[config.mk]
export PLATFORM = sky130hd
export DESIGN_NAME = ps2_scan_ctrl
export DESIGN_NICKNAME = d
export VERILOG_FILES = /design/src/rtl/ps2_scan_ctrl.sv
export SDC_FILE = /design/constraint.sdc
export NUM_CORES = 1
export LEC_CHECK = 0
export ABC_AREA = 1
export ABC_CLOCK_PERIOD_IN_PS = 2700
export CAP_MARGIN = 20
export CORE_MARGIN = 5
export CORE_UTILIZATION = 40
export DETAILED_ROUTE_END_ITERATION = 16
export HOLD_SLACK_MARGIN = 0.12
export PLACE_DENSITY = 0.63
export SLEW_MARGIN = 20
export SYNTH_ARGS = -nofsm -noshare
export SYNTH_HDL_FRONTEND = slang
export SYNTH_SLANG_ARGS = --single-unit
[constraint.sdc]
create_clock -name clk -period 2.7 [get_ports clk]
set_clock_uncertainty 0.05 [all_clocks]
set_input_delay 0.27 -clock clk [delete_from_list [all_inputs] [get_ports clk]]
set_output_delay 0.27 -clock clk [all_outputs]
set_load 0.005 [all_outputs]
[src/rtl/ps2_scan_ctrl.sv]
// ps2_scan_ctrl: pops scan-code bytes from the ps2_keyboard FIFO, folds E0/F0
// prefixes into make/break key events and presents them on a valid/ready port.
// Also tracks the held key, shift state, a wrapping press counter and a sticky
// overflow flag.
// Optional macro PS2_TYPEMATIC_FILTER_EN: when defined, typematic repeats of the
// held key are swallowed instead of producing press events.
module ps2_scan_ctrl #(
  parameter int TIMEOUT_CYCLES = 1000000,
  parameter int CNT_W          = 8
) (
  input  logic             clk,
  input  logic             rst,
  input  logic [7:0]       fifo_data,
  input  logic             fifo_ready,
  input  logic             fifo_overflow,
  output logic             fifo_nextdata_n,
  output logic             ev_valid,
  input  logic             ev_ready,
  output logic [7:0]       ev_code,
  output logic             ev_ext,
  output logic             ev_break,
  output logic [7:0]       cur_key,
  output logic             key_held,
  output logic             shift,
  output logic [CNT_W-1:0] press_count,
  output logic             ovf_sticky
);

  localparam int TMO_W = (TIMEOUT_CYCLES > 2) ? $clog2(TIMEOUT_CYCLES) : 1;

  typedef enum logic [1:0] {IDLE, POP, SETTLE} state_t;

  state_t           state;
  logic [7:0]       byte_r;
  logic             ext_pend;
  logic             brk_pend;
  logic [TMO_W-1:0] tmo_cnt;
  logic             cur_ext;
  logic             shift_l;
  logic             shift_r;

  logic is_e0;
  logic is_f0;
  logic is_ignored;
  logic key_match;
  logic is_repeat;
  logic rel_match;
  logic emit_ev;

  // Classify the latched byte against the prefix state and the held key.
  always_comb begin
    is_e0      = (byte_r == 8'hE0);
    is_f0      = (byte_r == 8'hF0);
    is_ignored = (byte_r == 8'h00) || (byte_r == 8'hAA) || (byte_r == 8'hFA) ||
                 (byte_r == 8'hFE) || (byte_r == 8'hFF) || (byte_r == 8'hE1);
    key_match  = key_held && (cur_key == byte_r) && (cur_ext == ext_pend);
    is_repeat  = !brk_pend && key_match;
    rel_match  = brk_pend && key_match;
`ifdef PS2_TYPEMATIC_FILTER_EN
    emit_ev    = !is_repeat;
`else
    emit_ev    = 1'b1;
`endif
  end

  assign shift = shift_l | shift_r;

  // Pop/decode sequencer, prefix timeout, key tracking and event handshake.
  always_ff @(posedge clk) begin
    if (rst) begin
      state           <= IDLE;
      byte_r          <= 8'h00;
      fifo_nextdata_n <= 1'b1;
      ev_valid        <= 1'b0;
      ev_code         <= 8'h00;
      ev_ext          <= 1'b0;
      ev_break        <= 1'b0;
      cur_key         <= 8'h00;
      cur_ext         <= 1'b0;
      key_held        <= 1'b0;
      shift_l         <= 1'b0;
      shift_r         <= 1'b0;
      press_count     <= '0;
      ovf_sticky      <= 1'b0;
      ext_pend        <= 1'b0;
      brk_pend        <= 1'b0;
      tmo_cnt         <= '0;
    end else begin
      if (fifo_overflow)
        ovf_sticky <= 1'b1;

      if (ev_valid && ev_ready)
        ev_valid <= 1'b0;

      if (ext_pend || brk_pend) begin
        if (tmo_cnt == TMO_W'(TIMEOUT_CYCLES - 1)) begin
          ext_pend <= 1'b0;
          brk_pend <= 1'b0;
          tmo_cnt  <= '0;
        end else begin
          tmo_cnt <= tmo_cnt + TMO_W'(1);
        end
      end

      case (state)
        IDLE: begin
          if (fifo_ready && !ev_valid) begin
            byte_r          <= fifo_data;
            fifo_nextdata_n <= 1'b0;
            state           <= POP;
          end
        end
        POP: begin
          fifo_nextdata_n <= 1'b1;
          state           <= SETTLE;
          if (is_e0) begin
            ext_pend <= 1'b1;
            tmo_cnt  <= '0;
          end else if (is_f0) begin
            brk_pend <= 1'b1;
            tmo_cnt  <= '0;
          end else if (!is_ignored) begin
            ext_pend <= 1'b0;
            brk_pend <= 1'b0;
            tmo_cnt  <= '0;
            if (emit_ev) begin
              ev_valid <= 1'b1;
              ev_code  <= byte_r;
              ev_ext   <= ext_pend;
              ev_break <= brk_pend;
            end
            if (brk_pend) begin
              if (rel_match) begin
                key_held <= 1'b0;
                cur_key  <= 8'h00;
                cur_ext  <= 1'b0;
              end
              if (!ext_pend && byte_r == 8'h12) shift_l <= 1'b0;
              if (!ext_pend && byte_r == 8'h59) shift_r <= 1'b0;
            end else begin
              if (!is_repeat) begin
                cur_key     <= byte_r;
                cur_ext     <= ext_pend;
                key_held    <= 1'b1;
                press_count <= press_count + CNT_W'(1);
              end
              if (!ext_pend && byte_r == 8'h12) shift_l <= 1'b1;
              if (!ext_pend && byte_r == 8'h59) shift_r <= 1'b1;
            end
          end
        end
        SETTLE: begin
          state <= IDLE;
        end
        default: begin
          state <= IDLE;
        end
      endcase
    end
  end

endmodule

==> flow_summary.toml <==
[outcome]
status = "finished clean"

[clock_tree]
cts_tree = "yes"
clk_latency_ps = 340
cts-root-buf = "clkbuf_8"
clock_sinks = 65
hold_buffers = 0
htreeDepth = 3
post-cts-setup-buffers = 0
cts_buffers = 9
clk_pin_slew_worst_paths_ps = 70
cts_buffer_depth = 2
post_cts_resized = 0

[timing]
post-route-min-period_ps = 2233
fin_setup_tns_ps = 0
setup_viol = 0
slew_headroom_pct = 66.55
rsz0062_at_grt = "no"
hold_viol = 0
whs_ps = 418.7
worst_slew_pin_slew_ps = 497.2
drv_slew = 0
max_freq_ghz = 0.4477
post-route-period-util_pct = 82.72

[floorplan]
num_rows = 33
initial_core_util_pct = 41.08
die-width_um = 101.9
coreArea_sq_mm = 0.008217
die_y_um = 101.9
num_io_pins = 44
die_area_sq_mm = 0.01038

[placed_design]
globalplace.congestion = 0.8792
io_buffers = 43
dpl-instance-area_sq_mm = 0.003825
place_hpwl_um = 5639

[power_and_ir_drop]
seqPwrFrac_pct = 49.2
power_uw = 2107
p_leak_uw = 0.001496
powerDensity_mw_per_mm2 = 526.2
p_switching_uw = 579.1
pwr-share-clk_pct = 36.2
intPower_uw = 1528
comb_power_share_pct = 14.6
vdd_ir_drop_max_uv = 184.9
swShare_pct = 27.48

[yosys]
avgSynthCellArea_sq_um = 7.323
synth_edf_count = 0
synth_compound_area_share_pct = 10.53
synthesis.area_sq_mm = 0.003376
synth_top_family_by_area = "simple AND/OR/NAND/NOR gates"
async_flop_share_pct = 0
synth.net_count = 477
synthAdderAreaFrac_pct = 1.112
ys_types = 40
synth_xor_area_share_pct = 4.151
synth.area.mux_share_pct = 0.2965
yosysSeqAreaShare_pct = 38.55
ys.flop_type = "dfxtp_1"
syn_inst = 461
ys_warn_count = 0
ys_ff_latch = 65
synthSimpleGateAreaFrac_pct = 35.14

[grt]
grt.total_usage_pct = 15.78
grt_pass1_wl_um = 13100
grt_overflow = 0
grt_max_degree = 25
antenna_found_initial = 0
grt_pass1_vias = 2871

[min_path]
hp-start = "shift_r"
hold_path_class = "flip-flop to flip-flop"
hold_path_depth = 2
hold_end = "shift_r"

[setup_path]
cp-start-kind = "flip-flop"
r2r-end = "cur_key[2]"
critPathKind = "flip-flop to flip-flop"
r2r_setup_slack_ps = 470
reg2reg_depth = 8
cp_cell_sequence = "or2_2 -> a221oi_1 -> nand4_1 -> ha_1 -> inv_1 -> nand3_4 -> nand2_1 -> a21oi_1"
rr_startpoint = "byte_r[3]"
crit_family = "simple AND/OR/NAND/NOR gates"
critPathSlowestCell = "dfxtp_1"
worstPathRequired_ps = 2870
critPathMaxStageDelay_ps = 370
worstPathArrival_ps = 2400
path_buf_inv = 1
worstSetupEndpointType = "flip-flop"
cp_max_fo = 11

[run]
max_cap_violations = 0

[layout]
layout-drive-gt1-share_pct = 13.98
num_antenna_cells = 0
area_delta_synth_final_pct = 18.64
utilization_pct = 48.74
nFillCells = 849
nNetsFinal = 520
design_area_sq_mm = 0.004005

[drt]
dr.pass1.iters = 4
via_count = 3053
drcViolationCount = 0
drtAntennaViolNets = 0
first_iter_violations = 71
wl_um = 7673
via_per_inst = 4.980
avgRoutedWirePerCell_um = 12.52
## cell usage after synthesis (2+ instances only)
| library cell | n | share of area (%) |
|---|---|---|
| o22ai_1 | 3 | 0.56 |
| or2_2 | 3 | 0.56 |
| nand2_4 | 3 | 1.0 |
| a221oi_1 | 3 | 0.78 |
| clkbuf_1 | 3 | 0.33 |
| nand3_1 | 15 | 2.2 |
| ha_1 | 3 | 1.1 |
| nand4_1 | 28 | 5.2 |
| nor3_1 | 12 | 1.8 |
| nor2_4 | 2 | 0.67 |
| xor2_1 | 11 | 2.9 |
| buf_6 | 6 | 2.0 |
| inv_1 | 42 | 4.7 |
| nand2_2 | 11 | 2.0 |
| dfxtp_1 | 65 | 39 |
| nand3_4 | 2 | 1.0 |
| inv_2 | 11 | 1.2 |
| o21bai_1 | 2 | 0.44 |
| nor2_1 | 68 | 7.6 |
| nor4_1 | 2 | 0.37 |
| a21oi_1 | 30 | 4.4 |
| nand2_1 | 77 | 8.6 |
| o21ai_1 | 7 | 1.0 |
| o21ai_0 | 17 | 2.5 |
| nor2_2 | 15 | 2.8 |
| xnor2_1 | 5 | 1.3 |
| buf_12 | 2 | 1.2 |
## how the worst max path moves through the flow
stage	slack [ps]	to	start	depth (start not counted)
floorplan	820	key_held	byte_r[2]	8
global placement	550	cur_key[2]	byte_r[3]	8
detailed placement	490	cur_key[2]	byte_r[3]	8
CTS	470	cur_key[2]	byte_r[3]	8
global route	250	cur_key[2]	byte_r[3]	8
finish	470	cur_key[2]	byte_r[3]	8
## cells by family after synthesis
| logic type | Yosys count |
|---|---|
| adders and majority gates | 3 |
| xor gates and xnor gates | 16 |
| and+or+nand+nor | 242 |
| buffers and inverters | 69 |
| AOI/OAI and AO/OA | 65 |
| muxes | 1 |
| DFF | 65 |
## sequential cells by signal, indices dropped and copies added (netlist names), 2 cells and up
signal	flops
tmo_cnt	20
byte_r	8
cur_key	8
ev_code	8
press_count	8
state	2
## power groups by stage
stage | Clock [uW] | Sequential [uW] | Combinational (uW)
2_1_floorplan | 0 | 1050 | 220
3_3_place_gp | 0 | 1060 | 308
3_5_place_dp | 0 | 1060 | 310
4_1_cts | 790 | 1040 | 311
5_1_grt | 827 | 1040 | 345
6_report | 763 | 1040 | 308
## worst min-delay path, stage by stage (launching register included)
cell     delay, ps
dfxtp_1        310
nand2_1         60
a21oi_1         50
## cell type report
| class | count | area (sq um) | share of cell area, % |
|---|---|---|---|
| well taps | 105 | 131.4 | 3.280 |
| flip-flops and latches | 65 | 1301 | 32.49 |
| clock buffers | 12 | 165.2 | 4.124 |
| multi-input cells | 327 | 1729 | 43.17 |
| inverters | 54 | 202.7 | 5.061 |
| repair buffers | 47 | 460.4 | 11.50 |
| clock inverters | 3 | 15.01 | 0.3749 |
## metal layers
layer	global-route usage [%]	share of wire [%]	up-vias
li1	-	-	1589
met1	19.12	44	1405
met2	27.21	50	50
met3	3.686	4.8	9
met4	6.054	1.4	0
met5	0	0	-
## placed cells by master (no fill, tap or decap), drive strengths merged
cell / netlist / routed
mux2i: 1 / 1
xor2: 11 / 11
and2: 1 / 1
nand3b: 1 / 1
xnor2: 5 / 5
nor4: 2 / 2
nor3: 12 / 12
inv: 53 / 53
o31ai: 1 / 1
clkdlybuf4s50: 0 / 43
a21oi: 31 / 31
buf: 11 / 4
ha: 3 / 3
dfxtp: 65 / 65
nor2: 86 / 86
clkinv: 1 / 4
nand3: 18 / 18
a221oi: 3 / 3
nand4: 28 / 28
o21bai: 2 / 2
o22ai: 3 / 3
o21ai: 25 / 25
clkbuf: 4 / 12
or2: 3 / 3
nand2: 91 / 91
## metrics by stage
stage,cells,setup slack (ps)
global placement,598,554.1
detailed placement,598,489.9
floorplan,461,821.3
global route,613,252.2
CTS,613,469.6
finish,613,466.5
No activity file was read; power rests on OpenSTA's default activity.
